File: src/rtl/baud_tick_scheduler.sv
// Sequences an external free-running baud divider so that start, stop and divisor
// changes land on wrap boundaries. Define BAUD_TICK_CNT_EN to add tick_bit_count.
//
// state    | meaning
// IDLE     | divider disabled, its counter parked at 0
// RUN      | divider enabled, ticks issued
// STOPPING | still ticking; returns to IDLE on the next wrap
module baud_tick_scheduler #(
    parameter int unsigned     BITS      = 16,
    parameter int unsigned     OS_RATE   = 16,
    parameter logic [BITS-1:0] RESET_DIV = 16'd650
) (
    input  logic            clk,
    input  logic            reset_n,
    input  logic            start,
    input  logic            stop,
    input  logic            bit_sync,
    input  logic            cfg_valid,
    output logic            cfg_ready,
    input  logic [BITS-1:0] cfg_divisor,
    output logic            brg_enable,
    output logic [BITS-1:0] brg_final_value,
    input  logic            brg_done,
    output logic            tick_os,
    output logic            tick_bit,
    output logic            running,
    output logic            cfg_pending
`ifdef BAUD_TICK_CNT_EN
    ,
    output logic [15:0]     tick_bit_count
`endif
);

    localparam int unsigned      OSW     = (OS_RATE > 1) ? $clog2(OS_RATE) : 1;
    localparam logic [OSW-1:0]   OS_LAST = OSW'(OS_RATE - 1);

    typedef enum logic [1:0] {
        IDLE     = 2'd0,
        RUN      = 2'd1,
        STOPPING = 2'd2
    } state_t;

    state_t          state_q, state_d;
    logic            brg_enable_q, brg_enable_d;
    logic [BITS-1:0] final_q, final_d;
    logic [BITS-1:0] shadow_q, shadow_d;
    logic            cfg_pending_q, cfg_pending_d;
    logic            tick_os_q, tick_os_d;
    logic            tick_bit_q, tick_bit_d;
    logic [OSW-1:0]  os_cnt_q, os_cnt_d;
    logic            wrap;
    logic            xfer;
    logic            to_idle;

    always_comb begin
        wrap  = brg_enable_q & brg_done;
        xfer  = cfg_valid & ~cfg_pending_q;

        state_d = state_q;
        unique case (state_q)
            IDLE:     if (start) state_d = RUN;
            RUN:      if (stop) state_d = STOPPING;
            STOPPING: begin
                if (start && !stop) state_d = RUN;
                else if (wrap)      state_d = IDLE;
            end
            default:  state_d = IDLE;
        endcase

        to_idle      = (state_q != IDLE) && (state_d == IDLE);
        brg_enable_d = (state_d != IDLE);

        final_d       = final_q;
        shadow_d      = shadow_q;
        cfg_pending_d = cfg_pending_q;
        if (state_q == IDLE) begin
            if (xfer) final_d = cfg_divisor;
        end else begin
            if (wrap && cfg_pending_q) begin
                final_d       = shadow_q;
                cfg_pending_d = 1'b0;
            end
            // An offer on the final wrap goes straight in: the divider is parked at 0.
            if (xfer) begin
                if (to_idle) begin
                    final_d = cfg_divisor;
                end else begin
                    shadow_d      = cfg_divisor;
                    cfg_pending_d = 1'b1;
                end
            end
        end

        tick_os_d  = wrap;
        tick_bit_d = 1'b0;
        os_cnt_d   = os_cnt_q;
        if (bit_sync) begin
            os_cnt_d = '0;
        end else if (wrap) begin
            if (os_cnt_q == OS_LAST) begin
                os_cnt_d   = '0;
                tick_bit_d = 1'b1;
            end else begin
                os_cnt_d = os_cnt_q + 1'b1;
            end
        end
        if (to_idle) os_cnt_d = '0;
    end

`ifdef BAUD_TICK_CNT_EN
    logic [15:0] tick_bit_count_q, tick_bit_count_d;

    always_comb begin
        tick_bit_count_d = tick_bit_count_q;
        if (tick_bit_q) tick_bit_count_d = tick_bit_count_q + 16'd1;
    end

    always_ff @(posedge clk or negedge reset_n) begin
        if (!reset_n) tick_bit_count_q <= '0;
        else          tick_bit_count_q <= tick_bit_count_d;
    end

    assign tick_bit_count = tick_bit_count_q;
`endif

    always_ff @(posedge clk or negedge reset_n) begin
        if (!reset_n) begin
            state_q       <= IDLE;
            brg_enable_q  <= 1'b0;
            final_q       <= RESET_DIV;
            shadow_q      <= '0;
            cfg_pending_q <= 1'b0;
            tick_os_q     <= 1'b0;
            tick_bit_q    <= 1'b0;
            os_cnt_q      <= '0;
        end else begin
            state_q       <= state_d;
            brg_enable_q  <= brg_enable_d;
            final_q       <= final_d;
            shadow_q      <= shadow_d;
            cfg_pending_q <= cfg_pending_d;
            tick_os_q     <= tick_os_d;
            tick_bit_q    <= tick_bit_d;
            os_cnt_q      <= os_cnt_d;
        end
    end

    assign cfg_ready       = ~cfg_pending_q;
    assign running         = (state_q != IDLE);
    assign brg_enable      = brg_enable_q;
    assign brg_final_value = final_q;
    assign tick_os         = tick_os_q;
    assign tick_bit        = tick_bit_q;
    assign cfg_pending     = cfg_pending_q;

endmodule

File: config.mk
export PLATFORM = sky130hd
export DESIGN_NAME = baud_tick_scheduler
export DESIGN_NICKNAME = d
export VERILOG_FILES = /design/src/rtl/baud_tick_scheduler.sv
export SDC_FILE = /design/constraint.sdc
export NUM_CORES = 1
export LEC_CHECK = 0
export ABC_AREA = 0
export BUFFER_PORTS_ARGS = -buffer_cell sky130_fd_sc_hd__buf_2
export CAP_MARGIN = 0
export CORE_UTILIZATION = 32
export DETAILED_ROUTE_END_ITERATION = 12
export HOLD_SLACK_MARGIN = 0.1
export PLACE_DENSITY_LB_ADDON = 0.3
export SETUP_SLACK_MARGIN = 0.15
export SYNTH_ARGS = -nofsm -noshare
export SYNTH_HDL_FRONTEND = slang
export SYNTH_SLANG_ARGS = --single-unit
File: constraint.sdc
create_clock -name clk -period 3.4 [get_ports clk]
set_input_delay 0.68 -clock clk [delete_from_list [all_inputs] [get_ports clk]]
set_output_delay 0.68 -clock clk [all_outputs]
set_load 0.01 [all_outputs]
==> flow_summary.ini, run 1 <==
[run_status]
outcome = finished clean

[die]
floorplan.core_area_mm2 = 0.00649
boundaryPins = 45
die-width_um = 85.1
die-height_um = 85.1
floorplan.die_area_mm2 = 0.00725
core.rowCount = 29
floorplan.initialDensity_pct = 34.0

[sta]
final_setup_violation_count = 0
clock-skew-final_ns = 0.00682
setup_tns_ns = 0
worstMarginPinSlew_ns = 0.956
report.final.hold_viol_count = 0
timing_max_transition_violations_final = 0
rsz0062_at_grt = false
period_minus_slack_ns = 2.18
worst_slew_margin_rel_pct = 36.3
maximum_clock_frequency_ghz = 0.458
timing.final.crit_share_pct = 64.2

[cells_and_area]
filler_cell_count = 649
finish.utilization_pct = 39.2
design_area_mm2 = 0.00255
final_common_cell = buf_2
finalNonFillerCells = 350
area_of_the_multi_input_gates_um2 = 978
area.growth.synth_to_final_pct = 15.2
layout.cells.most_common_list = buf_2, dfrtp_1, o22ai_1
area_used_by_sequential_logic_in_the_layout_mm2 = 0.00106
n_antenna_cell = 0
layout.nets = 296
drive_gt1_share_pct = 23.4

[global_route]
grt_use_met1_pct = 20.4
grt_pass1_vias = 1794
grt_pass1_wl_um = 8900
largest_net_degree_at_the_start_of_global_routing = 43
grt_use_total_pct = 15.8
global_route_track_usage_on_met2_pct = 25.9
number_of_antenna_violations_at_the_first_check_in_global_routing = 0
globalRoute.totalOverflow = 0
use_met3_pct = 3.50
grt_most_used_layer = met2

[min_path]
worst_hold_path_type = in2async

[flow_run]
cap_violations = 0

[critical_path]
cp_data_required_time_ns = 3.58
worstPathCellList = or2_1 -> and3_1 -> a21oi_4 -> a221o_1
timing.critical_path.to_type = flop
worst_ep_arrival_time_ns = 2.36
rr_worst_depth = 4
worstPathMaxFanout = 20
cpPeakStageDelay_ns = 0.75
setup.worst_path.class = reg2reg
cp-start-kind = flop
cp_slowest_cell = dfrtp_1

[drt]
drt_iter0_markers = 125
post_drt_wl_per_cell_um = 15.5
ant_nets = 0
postRouteWirelength_um = 5430
average_vias_per_placed_instance = 5.56
drt-pass1-iter-count = 4
drcViolationCount = 0
num_vias = 1947

[clock_tree]
cts-root-to-sink-buffers = 2
cts.repair.resized = 0
clk_latency_ns = 0.30
cts_setup_buffers = 0
cts_tree = yes
reg_clk_slew_reported_paths_ns = 0.08
clock_sinks = 42
cts_root_buf = clkbuf_8
htree_num_levels = 2
post_cts_hold_buffer_count = 0
numCtsBuffers = 5

[place]
placed_cell_area_mm2 = 0.00246
place_inst = 342
hpwl_um = 3540
numPortBuffers = 44
weighted_congestion_at_the_end_of_routability_driven_global_placement = 0.767

[pwr]
power.switching_fraction_pct = 41.4
final_total_pwr_w = 0.00226
power_density_mw_per_mm2 = 889
pwr-share-seq_pct = 39.3
combPwrFrac_pct = 45.5
worst_ir_drop_vdd_v = 0.000275
leakagePower_nw = 1.18
pwr-share-clk_pct = 15.2
net-switching-power_w = 0.000937
internal-power_w = 0.00133

[synthesis]
synth_seq_cells = 42
async_flop_share_pct = 100
syn_area_mm2 = 0.00221
synth-edff-count = 0
synthesis.area_per_instance_um2 = 9.37
post_synth_num_cell_types = 38
synth_warnings = 0
postSynth.topFlopCell = dfrtp_1
seq_area_frac_synth_pct = 47.8
syn_inst = 236
synthesis.nets = 260
## path summary, 6_finish.rpt
| check | startpoint | endpoint | slack [ns] |
|---|---|---|---|
| worst max register to register | state_q[0] | brg_final_value[6] | 1.22 |
| worst min register to register | brg_final_value[5] | brg_final_value[5] | 0.52 |
| worst min-delay path | reset_n | shadow_q[10] | 0.52 |
| worst max-delay path | state_q[0] | brg_final_value[6] | 1.22 |
| max in group asynchronous | reset_n | shadow_q[5] | 2.28 |
| min in group clk | brg_final_value[5] | brg_final_value[5] | 0.52 |
## critical path: cells and delay by family, from the launching register on
family / cells / cell delay [ns]
AO/OA/AOI/OAI: 2 / 0.53
flip-flops: 1 / 0.75
AND/OR/NAND/NOR: 2 / 0.77
## cell usage after synthesis, types with 2 or more instances
| cell | number | area (um2) |
|---|---|---|
| a21oi_1 | 21 | 105 |
| nor2_1 | 20 | 75.1 |
| a31oi_1 | 16 | 100 |
| inv_1 | 19 | 71.3 |
| dfrtp_1 | 38 | 951 |
| o22ai_1 | 34 | 213 |
| buf_1 | 2 | 7.51 |
| a221o_1 | 16 | 160 |
| clkbuf_1 | 8 | 30.0 |
| nand2b_1 | 2 | 12.5 |
| nor2b_1 | 3 | 18.8 |
| dfstp_2 | 4 | 105 |
| nand2_1 | 6 | 22.5 |
| and2_0 | 16 | 100 |
| buf_2 | 5 | 25.0 |
| buf_6 | 3 | 33.8 |
| mux2i_1 | 2 | 20.0 |
## flip-flops by register name, indices dropped and copies added, names as in the netlist
name             cells
cfg_pending          1
brg_enable           1
state_q              2
shadow_q            16
tick_os              1
brg_final_value     16
os_cnt_q             4
tick_bit             1
## kinds of logic after synthesis
group | count (synthesis) | synth area share (%)
simple gates | 55 | 12.6
xor+xnor | 1 | 0.396
buf+inv | 39 | 8.09
mux | 2 | 0.906
fa+ha+maj | 1 | 0.566
compound gates | 96 | 29.7
flops | 42 | 47.8
## final cells by class
| class | instances | share of cell area [%] |
|---|---|---|
| Tap cell | 77 | 3.78 |
| Multi-Input combinational cell | 155 | 38.4 |
| Clock inverter | 1 | 0.196 |
| Clock buffer | 7 | 3.39 |
| Inverter | 20 | 2.95 |
| Timing Repair Buffer | 48 | 9.82 |
| Sequential cell | 42 | 41.5 |
## power groups by stage
| stage | registers (W) | clock network (W) | logic [W] |
|---|---|---|---|
| after floorplan | 0.000871 | 0 | 0.000772 |
| after global placement | 0.000890 | 0 | 0.00100 |
| after detailed placement | 0.000894 | 0 | 0.00104 |
| after CTS | 0.000888 | 0.000352 | 0.00104 |
| after global routing | 0.000921 | 0.000369 | 0.00115 |
| final | 0.000889 | 0.000345 | 0.00103 |
## layer usage
metal	vias up	wire length, um
met1	950	2520
met2	46	2600
met4	0	74
met5	-	0
li1	945	-
met3	6	233
## stage by stage
stage / hold slack [ns] / setup WS (ns)
after global placement: 0.492 / 1.20
after CTS: 0.521 / 1.19
after global routing: 0.541 / 1.06
after detailed placement: 0.497 / 1.17
after floorplan: 0.384 / 1.60
final: 0.516 / 1.22
Note: power is estimated with default switching activity, not from simulation.
==> inputs of run 2 (changes only) <==
Clock period 3.4 ns to 2 ns, I/O delays scaled along.
==> run 2 against run 1 <==
Net effect: clock skew is 0.0032 ns higher; critical path type unchanged; worst hold slack worse by 0.25 ns; final cell count is 1.7% higher; fmax is 30% higher; global-route usage is 0.50 points higher; via count is 0.31% higher; first-iteration DRC count is 1.6% higher.
==> flow_summary.ini, run 2 (synthesis results as in run 1) <==
[die]
boundaryPins = 45
floorplan.core_area_mm2 = 0.00649
floorplan.initialDensity_pct = 34.0
floorplan.die_area_mm2 = 0.00725
core.rowCount = 29
die-height_um = 85.1
die-width_um = 85.1

[clock_tree]
cts-root-to-sink-buffers = 2
reg_clk_slew_reported_paths_ns = 0.08
clk_latency_ns = 0.30
cts_setup_buffers = 0
clock_sinks = 42
cts_root_buf = clkbuf_8
cts_tree = yes
htree_num_levels = 2
numCtsBuffers = 5

[sta]
timing.final.crit_share_pct = 84.3
maximum_clock_frequency_ghz = 0.593
rsz0062_at_grt = false
timing_max_transition_violations_final = 0
clock-skew-final_ns = 0.00997
worst_slew_margin_rel_pct = 58.8
final_setup_violation_count = 0
worstMarginPinSlew_ns = 0.618
setup_tns_ns = 0
report.final.hold_viol_count = 0
period_minus_slack_ns = 1.69

[drt]
average_vias_per_placed_instance = 5.49
postRouteWirelength_um = 5520
detailroute.wirelength.met2_um = 2640
drt_iter0_markers = 127
drt-pass1-iter-count = 4
num_vias = 1953
drcViolationCount = 0
ant_nets = 0
detailroute.wirelength.met3_um = 237
maxUsedRoutingLayer = met4
post_drt_wl_per_cell_um = 15.5
met1Wirelength_um = 2550

[cells_and_area]
drive_gt1_share_pct = 25.4
finalNonFillerCells = 356
n_antenna_cell = 0
layout.nets = 302
filler_cell_count = 653
final_common_cell = buf_2
layout.cells.most_common_list = buf_2, dfrtp_1, o22ai_1
area.growth.synth_to_final_pct = 17.6

[critical_path]
cpPeakStageDelay_ns = 0.45
worstPathCellList = or2_1 -> and3_1 -> buf_4 -> and2_0 -> a221o_1
worst_ep_arrival_time_ns = 1.87
setup.reg_to_reg.worst_slack_ns = 0.31
worstPathMaxFanout = 16
cp-start-kind = flop
r2r-end = brg_final_value[10]
rr_worst_depth = 5
critical_path.reg2reg.startpoint = state_q[1]
timing.critical_path.to_type = flop
worstSetupStartpoint = state_q[1]
cp_data_required_time_ns = 2.19
setup.worst_path.class = reg2reg
critical_path.endpoint = brg_final_value[10]
cp_slowest_cell = dfrtp_1

[global_route]
number_of_antenna_violations_at_the_first_check_in_global_routing = 0
grt_use_total_pct = 16.3
largest_net_degree_at_the_start_of_global_routing = 36
globalRoute.totalOverflow = 0
grt_pass1_wl_um = 9130
grt_pass1_vias = 1810

[min_path]
worst_hold_path_type = in2reg

[pwr]
worst_ir_drop_vdd_v = 0.000537
power_density_mw_per_mm2 = 1500
net-switching-power_w = 0.00160
combPwrFrac_pct = 48.1
pwr-share-seq_pct = 36.9
leakagePower_nw = 1.21
pwr-share-clk_pct = 14.9
final_total_pwr_w = 0.00389
internal-power_w = 0.00230
power.switching_fraction_pct = 41.0

[place]
hpwl_um = 3580
numPortBuffers = 44
place_inst = 347
weighted_congestion_at_the_end_of_routability_driven_global_placement = 0.755

[run_status]
outcome = finished clean

[flow_run]
cap_violations = 0
[run 2: changes by cell type in the layout (fill, tap and decap cells not counted), sizes merged]
cell / previous run / this run
clkbuf: 7 / 6
dlygate4sd3: 0 / 1
clkinvlp: 0 / 1
buf: 48 / 53
[run 2: worst min-delay path by stage]
stage / from / to / cells past startpoint
floorplan: reset_n / brg_enable / 0
finish: bit_sync / tick_bit / 2
detailed placement: reset_n / brg_final_value[10] / 1
CTS: bit_sync / tick_bit / 2
global placement: reset_n / brg_final_value[10] / 1
global route: bit_sync / tick_bit / 2
[run 2: critical path: cells and delay by family, from the launching register on]
kind            cells  cell delay (ns)
buf+inv             1             0.20
simple gates        3             0.67
flops               1             0.45
compound gates      1             0.26
[run 2: final cells by class]
type,count,area (um2),area share (%)
sequential,42,1060,40.6
multi-input combinational,155,980,37.7
timing repair buffer,54,298,11.5
tap,77,96.3,3.71
clock buffer,6,82.6,3.18
inverter,20,75.1,2.89
clock inverter,2,12.5,0.481
[run 2: routing by layer]
layer	vias up	GRT usage, %
met5	-	0
met4	0	6.47
met3	6	3.31
met2	47	25.3
met1	945	22.3
li1	955	-
[run 2: power by group through the flow]
| stage | sequential [W] | combinational [W] | clock (W) |
|---|---|---|---|
| global route | 0.00148 | 0.00208 | 0.000643 |
| detailed placement | 0.00145 | 0.00188 | 0 |
| CTS | 0.00144 | 0.00188 | 0.000604 |
| finish | 0.00144 | 0.00187 | 0.000582 |
| floorplan | 0.00148 | 0.00131 | 0 |
| global placement | 0.00144 | 0.00183 | 0 |
[run 2: repair_timing]
action	4_1_cts	5_1_grt
resized for setup	0	1
setup endpoints to repair	0	16
endpoints found under the hold margin	17	0
hold buffers	1	0
[run 2: metrics by stage]
| step | hold WS, ns | utilization (%) | setup WS, ns | cell area (um2) |
|---|---|---|---|---|
| floorplan | 0.104 | - | 0.394 | 2210 |
| finish | 0.268 | 40.0 | 0.315 | 2600 |
| CTS | 0.260 | 40.0 | 0.164 | 2600 |
| detailed placement | 0.404 | 38.4 | 0.146 | 2490 |
| global placement | 0.401 | 38.4 | 0.185 | 2490 |
| global route | 0.254 | 40.0 | 0.198 | 2600 |
